<file path="config.mk">
export PLATFORM = sky130hd
export DESIGN_NAME = prog_loader
export DESIGN_NICKNAME = d
export VERILOG_FILES = /design/src/rtl/prog_loader_pkg.sv /design/src/rtl/prog_loader.sv
export SDC_FILE = /design/constraint.sdc
export NUM_CORES = 1
export LEC_CHECK = 0
export CAP_MARGIN = 40
export CORE_MARGIN = 3
export CORE_UTILIZATION = 30
export CTS_BUF_LIST = sky130_fd_sc_hd__clkbuf_4 sky130_fd_sc_hd__clkbuf_8
export CTS_CLUSTER_SIZE = 24
export DETAILED_ROUTE_END_ITERATION = 6
export HOLD_SLACK_MARGIN = 0.03
export SLEW_MARGIN = 20
export SYNTH_ARGS = -nofsm -noshare
export SYNTH_HDL_FRONTEND = slang
export SYNTH_SLANG_ARGS = --single-unit
</file>
<file path="constraint.sdc">
create_clock -name clk -period 1.5 [get_ports clk]
set_input_delay 0.3 -clock clk [delete_from_list [all_inputs] [get_ports clk]]
set_output_delay 0.3 -clock clk [all_outputs]
set_load 0.005 [all_outputs]
</file>
<file path="src/rtl/prog_loader_pkg.sv">
// Shared definitions for the program loader and the fetch path.
// Holds the loader state encoding and the instruction byte-order convention.
// No logic; constants and a helper only.
package prog_loader_pkg;

    // Loader FSM states
    typedef enum logic [1:0] {
        ST_IDLE = 2'd0,
        ST_LOAD = 2'd1,
        ST_DONE = 2'd2,
        ST_ERR  = 2'd3
    } load_state_e;

    // Instruction byte [REG_BITS-1 -: 8] sits at the lowest address; fetch
    // reassembles words with the same convention.
    localparam bit BYTE_ORDER_BIG_ENDIAN = 1'b1;

    // Bytes per instruction for a given register width (16 or 32).
    function automatic int instr_bytes(input int reg_bits);
        return reg_bits / 8;
    endfunction

endpackage

</file>
<file path="src/rtl/prog_loader.sv">
// Streams a program byte-wise into instruction memory and holds the core until it is complete.
// Latency: accepted byte -> imem write 1 cycle; final byte -> done/error 2 cycles.
// Backpressure: byte_ready is high only while loading and drops right after the final/overflow byte.
module prog_loader
    import prog_loader_pkg::*;
#(
    parameter int REG_BITS   = 32,
    parameter int IMEM_BYTES = 64,
    parameter int ADDR_BITS  = 6
) (
    input  logic                 clk,
    input  logic                 reset,
    input  logic                 start,
    input  logic                 byte_valid,
    input  logic [7:0]           byte_data,
    input  logic                 byte_last,
    output logic                 byte_ready,
    output logic                 imem_we,
    output logic [ADDR_BITS-1:0] imem_addr,
    output logic [7:0]           imem_wdata,
    output logic                 core_run,
    output logic                 done,
    output logic                 error,
    output logic [ADDR_BITS-1:0] instr_count
);

    localparam int INSTR_BYTES = instr_bytes(REG_BITS);
    localparam int IB_LOG2     = $clog2(INSTR_BYTES);
    // Counter is one bit wider than the address so a full memory (IMEM_BYTES) is representable.
    localparam logic [ADDR_BITS:0] LAST_CNT = (ADDR_BITS + 1)'(IMEM_BYTES - 1);
    localparam logic [ADDR_BITS:0] CNT_ONE  = (ADDR_BITS + 1)'(1);

    load_state_e          state_q, state_d;
    logic [ADDR_BITS:0]   cnt_q, cnt_d;
    logic                 fin_q, fin_d;           // final/overflow byte written, length check pending
    logic                 fin_last_q, fin_last_d; // that byte carried byte_last
    logic                 byte_ready_q, byte_ready_d;
    logic                 imem_we_q, imem_we_d;
    logic [ADDR_BITS-1:0] imem_addr_q, imem_addr_d;
    logic [7:0]           imem_wdata_q, imem_wdata_d;
    logic                 core_run_q, core_run_d;
    logic                 done_q, done_d;
    logic                 error_q, error_d;
    logic [ADDR_BITS-1:0] instr_count_q, instr_count_d;

    logic                 accept;
    logic [ADDR_BITS:0]   words;

    assign accept = byte_valid && byte_ready_q;
    assign words  = cnt_q >> IB_LOG2;

    // Next-state, write-register and status computation
    always_comb begin
        state_d       = state_q;
        cnt_d         = cnt_q;
        fin_d         = fin_q;
        fin_last_d    = fin_last_q;
        byte_ready_d  = byte_ready_q;
        imem_we_d     = 1'b0;
        imem_addr_d   = imem_addr_q;
        imem_wdata_d  = imem_wdata_q;
        core_run_d    = core_run_q;
        done_d        = done_q;
        error_d       = error_q;
        instr_count_d = instr_count_q;

        unique case (state_q)
            ST_IDLE, ST_DONE, ST_ERR: begin
                if (start) begin
                    state_d      = ST_LOAD;
                    cnt_d        = '0;
                    fin_d        = 1'b0;
                    fin_last_d   = 1'b0;
                    byte_ready_d = 1'b1;
                    core_run_d   = 1'b0;
                    done_d       = 1'b0;
                    error_d      = 1'b0;
                end
            end
            ST_LOAD: begin
                if (fin_q) begin
                    // The final write is on the bus this cycle; cnt_q now holds the total length.
                    fin_d = 1'b0;
                    if (fin_last_q && (cnt_q[IB_LOG2-1:0] == '0)) begin
                        state_d       = ST_DONE;
                        done_d        = 1'b1;
                        core_run_d    = 1'b1;
                        instr_count_d = words[ADDR_BITS-1:0];
                    end else begin
                        state_d = ST_ERR;
                        error_d = 1'b1;
                    end
                end else if (accept) begin
                    imem_we_d    = 1'b1;
                    imem_addr_d  = cnt_q[ADDR_BITS-1:0];
                    imem_wdata_d = byte_data;
                    cnt_d        = cnt_q + CNT_ONE;
                    // Stop accepting on the last byte or on the top address so the address never wraps.
                    if (byte_last || (cnt_q == LAST_CNT)) begin
                        byte_ready_d = 1'b0;
                        fin_d        = 1'b1;
                        fin_last_d   = byte_last;
                    end
                end
            end
            default: state_d = ST_IDLE;
        endcase
    end

    // State and registered outputs; reset cancels any pending write strobe
    always_ff @(posedge clk or posedge reset) begin
        if (reset) begin
            state_q       <= ST_IDLE;
            cnt_q         <= '0;
            fin_q         <= 1'b0;
            fin_last_q    <= 1'b0;
            byte_ready_q  <= 1'b0;
            imem_we_q     <= 1'b0;
            imem_addr_q   <= '0;
            imem_wdata_q  <= '0;
            core_run_q    <= 1'b0;
            done_q        <= 1'b0;
            error_q       <= 1'b0;
            instr_count_q <= '0;
        end else begin
            state_q       <= state_d;
            cnt_q         <= cnt_d;
            fin_q         <= fin_d;
            fin_last_q    <= fin_last_d;
            byte_ready_q  <= byte_ready_d;
            imem_we_q     <= imem_we_d;
            imem_addr_q   <= imem_addr_d;
            imem_wdata_q  <= imem_wdata_d;
            core_run_q    <= core_run_d;
            done_q        <= done_d;
            error_q       <= error_d;
            instr_count_q <= instr_count_d;
        end
    end

    assign byte_ready  = byte_ready_q;
    assign imem_we     = imem_we_q;
    assign imem_addr   = imem_addr_q;
    assign imem_wdata  = imem_wdata_q;
    assign core_run    = core_run_q;
    assign done        = done_q;
    assign error       = error_q;
    assign instr_count = instr_count_q;

endmodule

</file>
# ---- Yosys cells after proc, flatten, opt, wreduce, memory -nomap -nowiden
# Cells that the tools add are included.
dict set report word_totals {
  reg_bits 34
  latch_bits 0
  ram_bits 0
  rom_bits 0
  input_bits 13
  out_inout_bits 25
  wordCells 68
  mem_count 0
}
dict set report op_classes {
  addsub 1
  mul 0
  div 0
  order_cmp 0
  eq_ne 11
  shift 0
  mux 31
  n_bitwise 1
  reduce_logical 13
}
# cell n
set op_table {}
lappend op_table {{two-way mux 7 bit} 3}
lappend op_table {{two-way mux 1 bit} 19}
lappend op_table {{AND reduction 3 bit} 5}
lappend op_table {{inequality test 2 bit, second input constant} 7}
lappend op_table {{case mux 7 bit (2 select lines)} 1}
lappend op_table {{case mux 1 bit (2 select lines)} 5}
lappend op_table {{adder 7 x 1 -> 7 bit, second input constant} 1}
lappend op_table {{equality test 7 x 6 -> 1 bit, second input constant} 1}
lappend op_table {{equality test 2 bit, second input constant} 2}
lappend op_table {{zero test 2 bit} 2}
lappend op_table {{two-way mux 2 bit} 2}
lappend op_table {{case mux 2 bit (2 select lines)} 1}
lappend op_table {{AND reduction 4 bit} 1}
lappend op_table {{OR reduction 3 bit} 1}
lappend op_table {{equality test 2 x 1 -> 1 bit, second input constant} 1}
lappend op_table {{logical AND 1 bit} 2}
lappend op_table {{AND reduction 2 bit} 1}
lappend op_table {{logical OR 1 bit} 1}
lappend op_table {{NOT 1 bit} 1}

# ---- Depth between registers and ports, before layout
# Gate-level depths: netlist of run 1.
dict set report depth {
  word_depth 6
  mapped_depth 7
  ltp_nobuf 5
}

# ---- Least setup slack after synthesis of run 1
# Ideal clock, no wire load.
dict set report synth_timing {
  kind {flip-flop to flip-flop}
  startpoint {reg cnt_q[0]}
  endpoint {reg instr_count_q[0], in the netlist instr_count[0]}
  t_arrival_ns 1.204
  required_time_ns 1.375
  slack_ns 0.171
  stages_incl_launch_ff 6
  n_path_buf 0
  synth_period_minus_slack_ns 1.329
  cell_sequence {dfrtp_1 > inv_1 > ha_1 > nand2_1 > nor2_4 > mux2_2}
}
dict set report synth_between {
  elab_chain_len 3
}
# element line
set synth_lines {}
lappend synth_lines {{start, declared} prog_loader.sv:34} ;# logic [ADDR_BITS:0] cnt_q, cnt_d;
lappend synth_lines {{start signal, assigned} prog_loader.sv:127} ;# cnt_q <= cnt_d;
lappend synth_lines {{zero test 2 bit} prog_loader.sv:84} ;# if (fin_last_q && (cnt_q[IB_LOG2-1:0] == '0)) begin
lappend synth_lines {{logical AND 1 bit} prog_loader.sv:84}
lappend synth_lines {{AND reduction 3 bit (no source line)} -}
lappend synth_lines {{end signal, assigned} prog_loader.sv:137} ;# instr_count_q <= instr_count_d;
lappend synth_lines {{end, declared} prog_loader.sv:44} ;# logic [ADDR_BITS-1:0] instr_count_q, instr_count_d;
# Every way passes these cells.
# A chain may end at the register's enable or synchronous reset.

# ---- Worst setup path in the final report of run 1
dict set report layout_timing {
  startpoint {reg done_q, in the netlist done}
  endpoint {out done}
}
# element line
set layout_rtl {}
lappend layout_rtl {{start, declared} prog_loader.sv:42} ;# logic done_q, done_d;
lappend layout_rtl {{start signal, assigned} prog_loader.sv:135} ;# done_q <= done_d;
lappend layout_rtl {{end, declared} prog_loader.sv:22} ;# output logic done,
# No word-level cell between the ends.

==> results_dict.tcl, run 1 <==
set metrics [dict create \
    start_util 0.321 \
    antenna_found_initial 0 \
    vdd.ir_drop.worst_mv 0.655 \
    crit_family "buffers and inverters" \
    end_kind "primary output" \
    ys_warn_count 0 \
    synth.cell_area_um2 1450 \
    track_usage 0.120 \
    cts_buffers 5 \
    core.rowCount 24 \
    cts.htree.levels 2 \
    cts-root-buf "clkbuf_8" \
    synth_cells 141 \
    skew_ns 0.00620 \
    hp-class "primary input to asynchronous set/reset pin" \
    synth_edf_count 0 \
    synthDistinctLibCells 31 \
    finalWirelength_um 3080 \
    drive_gt1_frac 0.214 \
    fillCellCount 431 \
    grt_pass1_vias 1185 \
    wl_per_cell_um 12.6 \
    yosysTopAreaCell "dfrtp_1" \
    syn_avg_cell_area_um2 10.3 \
    tns_ns 0 \
    clkLatencyLatePin_ns 0.29 \
    setup_viol_count_final 0 \
    required_ns 1.20 \
    nNetsFinal 206 \
    cp-start-kind "flip-flop" \
    critical_path.max_stage_delay_ns 0.51 \
    status "finished, final reports clean" \
    hold_buffers 0 \
    drc 0 \
    hpwl_um 2240 \
    cts_max_path_buffers 2 \
    crit_cells 1 \
    gp_congestion 0.807 \
    critPathMaxFanout 3 \
    powerDensity_nw_per_um2 1710 \
    max_freq_ghz 0.684 \
    vias 1126 \
    ys_ff_latch 34 \
    synthFlopType "dfrtp_1" \
    route.antenna.remaining_nets 0 \
    die_y_um 75.5 \
    drtIter0Drc 57 \
    cts_sinks 34 \
    async_reset_ff_frac 1.00 \
    portBuffers 36 \
    period_needed_ns 1.46 \
    areaGrowthSynthToFinish_pct 45.1 \
    p_leak_uw 0.00101 \
    crit_buf_inv 1 \
    cpMaxStageDelayCell "clkdlybuf4s50_1" \
    die_area_um2 5690 \
    grt_max_degree 35 \
    ys_seq_area_frac 0.588 \
    maxCapViolations 0 \
    fp.dieW_um 75.5 \
    dpl_cell_area_um2 1930 \
    io_pins 38 \
    arrival_ns 1.16 \
    slew_viol_final 0 \
    fin_crit_sh 0.974 \
    coreArea_um2 4500 \
    final_area_um2 2100 \
    grt_overflow_total 0 \
    worstSetupPathType "flip-flop to primary output" \
    path_cells "clkdlybuf4s50_1" \
    viasPerCell 4.61 \
    cts_tree "yes" \
    path_clk_slew_ns 0.06 \
    grt_setup_unrepaired "true" \
    dr.pass1.iters 4 \
    reg2reg_depth 5 \
    diodes 0 \
    synth_area_leaders "dfrtp_1 (59%), nand2_1 (12%), mux2_2 (3.9%), o21ai_0 (2.1%), buf_4 (2.1%)" \
    hold_viol_final 0 \
    synth.top_cell.area_share 0.588 \
    grt_pass1_wl_um 5070 \
    syn-num-nets 156 \
    finalPower_uw 3600 \
]
worst paths after layout:
path,to,slack [ns],from
min in group clk,imem_wdata[5],0.47,imem_wdata[5]
hold reg to reg,imem_wdata[5],0.47,imem_wdata[5]
hold / removal,imem_addr[0],0.35,reset
setup / recovery,done,0.04,done
setup reg to reg,instr_count[4],0.07,cnt_q[0]
max in group asynchronous,cnt_q[1],0.96,reset
synth_stat cells (3+ instances only):
| cell | count |
|---|---|
| a21o_1 | 3 |
| buf_4 | 4 |
| dfrtp_1 | 34 |
| inv_1 | 5 |
| mux2_2 | 5 |
| nand2_1 | 46 |
| nor2_1 | 7 |
| o21ai_0 | 6 |
kinds of logic (layout without fill, tap and decap cells):
group,Yosys count,after routing,share of synthesized area
and+or+nand+nor,66,66,0.200
DFF,34,34,0.588
AOI/OAI and AO/OA,18,18,0.0864
buffers and inverters,13,64,0.0510
muxes,7,7,0.0553
adders and majority gates,2,2,0.0173
other,1,1,0.00259
layer usage:
layer / vias up / track usage / wire length (µm)
met4: 0 / 0.0699 / 70
met3: 8 / 0.0303 / 227
met5: - / 0 / 0
li1: 555 / - / -
met1: 525 / 0.139 / 1290
met2: 38 / 0.202 / 1490
power breakdown:
group / switching (µW) / total [µW] / internal [µW]
Clock: 309 / 697 / 388
Sequential: 193 / 1400 / 1200
Combinational: 642 / 1510 / 866
Total: 1140 / 3600 / 2460
final cells by class:
class | instances | area [µm²] | share of cell area
Clock buffer | 7 | 90.1 | 0.0429
Clock inverter | 1 | 5.00 | 0.00238
Inverter | 6 | 25.0 | 0.0119
Multi-Input combinational cell | 94 | 567 | 0.270
Sequential cell | 34 | 853 | 0.406
Tap cell | 52 | 65.1 | 0.0310
Timing Repair Buffer | 50 | 495 | 0.236
registers in the layout, indices dropped and copies added (netlist names):
register / cells
fin_q: 1
state_q: 2
byte_ready: 1
cnt_q: 7
done: 1
instr_count: 5
error: 1
fin_last_q: 1
imem_we: 1
imem_wdata: 8
imem_addr: 6
placed cells by master (no fill, tap or decap), types with 2 or more instances in the layout:
cell / netlist / final
dlymetal6s2s_1: 0 / 2
a221o_1: 2 / 2
buf_12: 0 / 2
nand2_2: 1 / 2
nor2_1: 7 / 7
dfrtp_1: 34 / 32
clkdlybuf4s50_1: 0 / 34
nand2b_1: 2 / 2
dfrtp_2: 0 / 2
mux2_2: 5 / 4
a21o_1: 3 / 3
nand2_1: 46 / 45
o21bai_1: 2 / 2
inv_2: 1 / 2
clkbuf_8: 0 / 6
buf_4: 4 / 12
and3_1: 2 / 2
inv_1: 5 / 3
o21ai_0: 6 / 6
timing repair:
action,CTS,global route
pin swaps,1,3
gates resized for setup,0,16
setup endpoints to repair,2,29
buffers inserted,0,3
through the flow:
stage                util  setup WS (ns)  hold WS, ns  cells
floorplan               -          0.171        0.396    141
global placement    0.428        -0.0907        0.455    233
detailed placement  0.428         -0.145        0.462    233
CTS                 0.449        0.00363        0.351    241
global route        0.466        -0.0198        0.375    244
finish              0.466         0.0386        0.352    244
Note: power is estimated with default switching activity, not from simulation.
==> inputs of run 2 (changes only) <==
--- a/config.mk
+++ b/config.mk
@@ -7,11 +7,13 @@
 export LEC_CHECK = 0
 export CAP_MARGIN = 40
 export CORE_MARGIN = 3
-export CORE_UTILIZATION = 30
+export CORE_UTILIZATION = 50
 export CTS_BUF_LIST = sky130_fd_sc_hd__clkbuf_4 sky130_fd_sc_hd__clkbuf_8
 export CTS_CLUSTER_SIZE = 24
 export DETAILED_ROUTE_END_ITERATION = 6
 export HOLD_SLACK_MARGIN = 0.03
+export PLACE_DENSITY = 0.82
+export SETUP_SLACK_MARGIN = 0.02
 export SLEW_MARGIN = 20
 export SYNTH_ARGS = -nofsm -noshare
 export SYNTH_HDL_FRONTEND = slang
==> constraint.sdc (replaced) <==
create_clock -name clk -period 1.5 [get_ports clk]
set_input_delay 0.3 -clock clk [delete_from_list [all_inputs] [get_ports clk]]
set_output_delay 0.3 -clock clk [all_outputs]
set_load 0.02 [all_outputs]
==> run 2 against run 1 <==
Net effect: the flow now finishes with violations (setup timing); worst hold slack worse by 0.040 ns; cell area is 3.9% lower; register-to-register slack worse by 0.08 ns; flip-flop and latch count stayed put; maximum frequency is 3.2% lower; core utilization is 31 points higher; global-route usage is 7.9 points higher; sequential share of layout area is 1.5 points higher; clock skew is 0.0054 ns higher; first-iteration DRC count is 23% lower; critical endpoint is now instr_count[2].
==> results_dict.tcl, run 2 (synthesized netlist as in run 1, its figures left out) <==
set metrics [dict create \
    setup_viol_count_final 2 \
    crit_family "flip-flops" \
    cts_buffers 5 \
    cp-start-kind "flip-flop" \
    vdd.ir_drop.worst_mv 1.55 \
    core.rowCount 18 \
    clkLatencyLatePin_ns 0.32 \
    portBuffers 36 \
    required_ns 1.72 \
    finalNonFillerCells 223 \
    die_area_um2 3580 \
    antenna_found_initial 0 \
    fin_crit_sh 1.01 \
    path_cells "inv_2, ha_1, nand2_2, nor2_4, mux2_2" \
    io_pins 38 \
    critPathMaxFanout 6 \
    viasPerCell 5.35 \
    end_kind "flip-flop" \
    grt_max_degree 35 \
    cts_tree "yes" \
    route.antenna.remaining_nets 0 \
    grt_overflow_total 0 \
    reg2reg_depth 5 \
    p_sw_uw 1400 \
    wl_per_cell_um 14.7 \
    cts.htree.levels 2 \
    die_y_um 59.8 \
    pwr-share-clk 0.150 \
    hp-class "primary input to asynchronous set/reset pin" \
    gp_congestion 0.742 \
    cts_sinks 34 \
    crit_buf_inv 1 \
    layout_commonest_cell "nand2_1" \
    powerDensity_nw_per_um2 1760 \
    nNetsFinal 207 \
    arrival_ns 1.73 \
    p_leak_uw 0.00107 \
    ff2ff_setup_slack_ns -0.01 \
    timing.hold.ws_ns 0.311 \
    place_inst 209 \
    switching_share 0.395 \
    diodes 0 \
    intPower_uw 2150 \
    period_needed_ns 1.51 \
    areaGrowthSynthToFinish_pct 39.5 \
    dr.pass1.iters 4 \
    finalWirelength_um 3280 \
    cpMaxStageDelayCell "dfrtp_1" \
    cts-root-buf "clkbuf_4" \
    pre_cts_slack_ns -0.143 \
    postLayoutSetupSlackWorst_ns -0.00999 \
    largest_reg_flops 8 \
    grt_pass1_wl_um 5260 \
    finalPower_uw 3550 \
    drc 0 \
    grt_setup_unrepaired "true" \
    track_usage 0.200 \
    mostFrequentLayoutCells "nand2_1 (45), dfrtp_1 (34), dlygate4sd2_1 (24)" \
    worstSetupPathType "flip-flop to flip-flop" \
    cts_max_path_buffers 2 \
    fp.dieW_um 59.8 \
    drive_gt1_frac 0.212 \
    pwr-share-comb 0.458 \
    slew_viol_final 0 \
    crit_cells 5 \
    drtIter0Drc 44 \
    critical_path.max_stage_delay_ns 0.45 \
    hpwl_um 2250 \
    path_clk_slew_ns 0.10 \
    coreArea_um2 2610 \
    seqPwrFrac 0.392 \
    tns_ns -0.0192 \
    hold_viol_final 0 \
    skew_ns 0.0116 \
    start_util 0.554 \
    violations "setup timing" \
    status "finished with violations" \
    vias 1192 \
    maxCapViolations 0 \
    grt_pass1_vias 1185 \
    max_freq_ghz 0.662 \
]
-- run 2: final timing paths --
check	from	endpoint
max	cnt_q[0]	instr_count[2]
min	reset	cnt_q[0]
max reg2reg	cnt_q[0]	instr_count[2]
min reg2reg	imem_wdata[1]	imem_wdata[1]
max in group asynchronous	reset	imem_addr[2]
min in group clk	imem_wdata[1]	imem_wdata[1]
-- run 2: power groups by stage --
stage | logic, µW | registers (µW) | clock network (µW)
floorplan | 710 | 1610 | 0
detailed placement | 1600 | 1400 | 0
global route | 1790 | 1430 | 588
CTS | 1510 | 1370 | 540
finish | 1630 | 1390 | 532
global placement | 1540 | 1370 | 0
-- run 2: what timing repair did --
item	in CTS	in global routing
cloned	0	0
gates resized for setup	25	16
pin swaps	2	2
buffers inserted	2	4
hold buffers	0	0
setup endpoints to repair	33	22
-- run 2: layer usage --
layer	vias to the layer above	routed length, µm	share of wire	global-route usage
li1	564	-	-	-
met1	582	1260	0.38	0.242
met2	37	1710	0.52	0.346
met3	9	225	0.069	0.0410
met4	0	86	0.026	0.0791
met5	-	0	0	0
-- run 2: worst min-delay path: stages --
cell and delay (ns):
clkdlybuf4s50_1 0.39, inv_1 0.09, buf_12 0.21
-- run 2: layout make-up --
| class | instances | area (µm²) |
|---|---|---|
| Sequential cell | 34 | 851 |
| Inverter | 6 | 22.5 |
| Multi-Input combinational cell | 94 | 586 |
| Clock buffer | 7 | 58.8 |
| Clock inverter | 1 | 5.00 |
| Timing Repair Buffer | 51 | 459 |
| Tap cell | 30 | 37.5 |
| Fill cell | 182 | 593 |
-- run 2: metrics by stage --
stage	cell area (µm²)	util
after floorplan	1450	-
after global placement	1870	0.717
after detailed placement	1870	0.717
after CTS	1930	0.739
after global routing	2020	0.773
final	2020	0.773
==> inputs of run 3 (changes only) <==
--- a/config.mk
+++ b/config.mk
@@ -6,13 +6,15 @@
 export NUM_CORES = 1
 export LEC_CHECK = 0
 export CAP_MARGIN = 40
+export CELL_PAD_IN_SITES_DETAIL_PLACEMENT = 0
+export CELL_PAD_IN_SITES_GLOBAL_PLACEMENT = 1
 export CORE_MARGIN = 3
-export CORE_UTILIZATION = 50
+export CORE_UTILIZATION = 38
 export CTS_BUF_LIST = sky130_fd_sc_hd__clkbuf_4 sky130_fd_sc_hd__clkbuf_8
 export CTS_CLUSTER_SIZE = 24
 export DETAILED_ROUTE_END_ITERATION = 6
 export HOLD_SLACK_MARGIN = 0.03
-export PLACE_DENSITY = 0.82
+export PLACE_DENSITY_LB_ADDON = 0.1
 export SETUP_SLACK_MARGIN = 0.02
 export SLEW_MARGIN = 20
 export SYNTH_ARGS = -nofsm -noshare
==> run 3 against run 2 <==
Net effect: clock power up 94%; non-clock buffer count is 2 higher; cell count increased by 8.1%; maximum frequency grew 5.5%; routed wire length fell by 7.8%; the flow now finishes without violations; die area increased by 28%; global-route usage shrank 4.5 points; register-to-register slack gained 0.08 ns.
==> results_dict.tcl, run 3 (synthesized netlist as in run 1, its figures left out) <==
set metrics [dict create \
    status "finished, final reports clean" \
    cts_sinks 34 \
    layout_commonest_cell "nand2_1" \
    reg2reg_depth 5 \
    intPower_uw 2630 \
    vdd.ir_drop.worst_mv 1.19 \
    antenna_found_initial 0 \
    finalPower_uw 4020 \
    areaGrowthSynthToFinish_pct 47.0 \
    switching_share 0.346 \
    drtIter0Drc 46 \
    grt_setup_unrepaired "true" \
    final_area_um2 2130 \
    diodes 0 \
    cts_buffers 5 \
    critical_path.max_stage_delay_ns 0.43 \
    cpMaxStageDelayCell "dfrtp_1" \
    crit_cells 5 \
    cts_tree "yes" \
    fillCellCount 290 \
    hpwl_um 2120 \
    grt_pass1_wl_um 5150 \
    crit_buf_inv 1 \
    path_cells "inv_2, ha_1, nand2_2, nor2_4, mux2_2" \
    cts_max_path_buffers 2 \
    crit_family "flip-flops" \
    die_area_um2 4590 \
    vias 1140 \
    max_freq_ghz 0.699 \
    cp-start-kind "flip-flop" \
    maxCapViolations 0 \
    wl_per_cell_um 12.6 \
    drive_gt1_frac 0.221 \
    drc 0 \
    dr.pass1.iters 4 \
    fp.dieW_um 67.7 \
    r2r-start "cnt_q[0]" \
    track_usage 0.155 \
    fin_crit_sh 0.954 \
    mostFrequentLayoutCells "nand2_1 (45), dfrtp_1 (34), dlygate4sd2_1 (24)" \
    seqPwrFrac 0.344 \
    end_kind "flip-flop" \
    gp_congestion 0.779 \
    cts-root-buf "clkbuf_8" \
    cp-startpoint "cnt_q[0]" \
    viasPerCell 4.73 \
    pwr-share-clk 0.255 \
    finalWirelength_um 3030 \
    core.rowCount 21 \
    nNetsFinal 209 \
    required_ns 1.67 \
    coreArea_um2 3490 \
    setup_viol_count_final 0 \
    p_sw_uw 1390 \
    powerDensity_nw_per_um2 1890 \
    cts.htree.levels 2 \
    r2r-end "instr_count[1]" \
    grt_overflow_total 0 \
    hold_viol_final 0 \
    pwr-share-comb 0.400 \
    portBuffers 36 \
    start_util 0.414 \
    skew_ns 0.00450 \
    grt_max_degree 35 \
    route.antenna.remaining_nets 0 \
    clkLatencyLatePin_ns 0.28 \
    worstSetupPathType "flip-flop to flip-flop" \
    arrival_ns 1.60 \
    critPathMaxFanout 6 \
    period_needed_ns 1.43 \
    slew_viol_final 0 \
    cp-endpoint "instr_count[1]" \
    dpl_cell_area_um2 1930 \
    p_leak_uw 0.00112 \
    path_clk_slew_ns 0.07 \
    grt_pass1_vias 1125 \
    die_y_um 67.7 \
    ff2ff_setup_slack_ns 0.07 \
    largest_reg_flops 8 \
    hp-class "primary input to asynchronous set/reset pin" \
    io_pins 38 \
]
==> run 3: per-layer routing <==
layer  global-route usage  wire length, µm  vias to the layer above
met3               0.0532              199                        4
li1                     -                -                      563
met2                0.252             1450                       28
met1                0.188             1330                      545
met5                    0                0                        -
met4               0.0608               46                        0
==> run 3: worst min path at each step <==
stage / cells after the start / slack [ns] / to
after floorplan: 1 / 0.40 / state_q[1]
after global placement: 2 / 0.46 / imem_wdata[3]
after detailed placement: 2 / 0.46 / imem_wdata[2]
after CTS: 3 / 0.37 / instr_count[4]
after global routing: 3 / 0.39 / instr_count[4]
final: 3 / 0.37 / imem_wdata[2]
==> run 3: worst min-delay path, delay by kind of cell <==
kind / cells / cell delay, ns
buffers and inverters: 3 / 0.71
==> run 3: timing repair <==
action,4_1_cts,5_1_grt
hold buffers,0,0
buffers inserted,0,5
gates resized for setup,24,14
setup endpoints to repair,27,22
pin swaps,2,5
cloned,0,0
==> run 3: power by group through the flow <==
stage | Combinational, µW | Sequential [µW] | Clock [µW]
final | 1610 | 1380 | 1030
after global routing | 1790 | 1430 | 1100
after CTS | 1510 | 1370 | 1050
after detailed placement | 1650 | 1390 | 0
after global placement | 1630 | 1380 | 0
after floorplan | 710 | 1610 | 0
==> run 3: final cells by class <==
class	instances	area, µm²	area share
clock buffer	6	82.6	0.0388
clock inverter	2	60.1	0.0282
inverter	6	25.0	0.0118
multi-input combinational	94	566	0.266
sequential	34	851	0.400
tap	46	57.6	0.0270
timing repair buffer	53	487	0.229
==> run 3: metrics by stage <==
stage	hold slack [ns]	util	std cells	setup WS, ns	setup TNS (ns)
final	0.368	0.609	241	0.0688	0
after global routing	0.389	0.609	241	-0.0439	-0.138
after CTS	0.369	0.584	236	0.0240	0
after detailed placement	0.463	0.552	228	-0.181	-2.10
after global placement	0.456	0.552	228	-0.115	-1.47
after floorplan	0.396	-	141	0.132	0
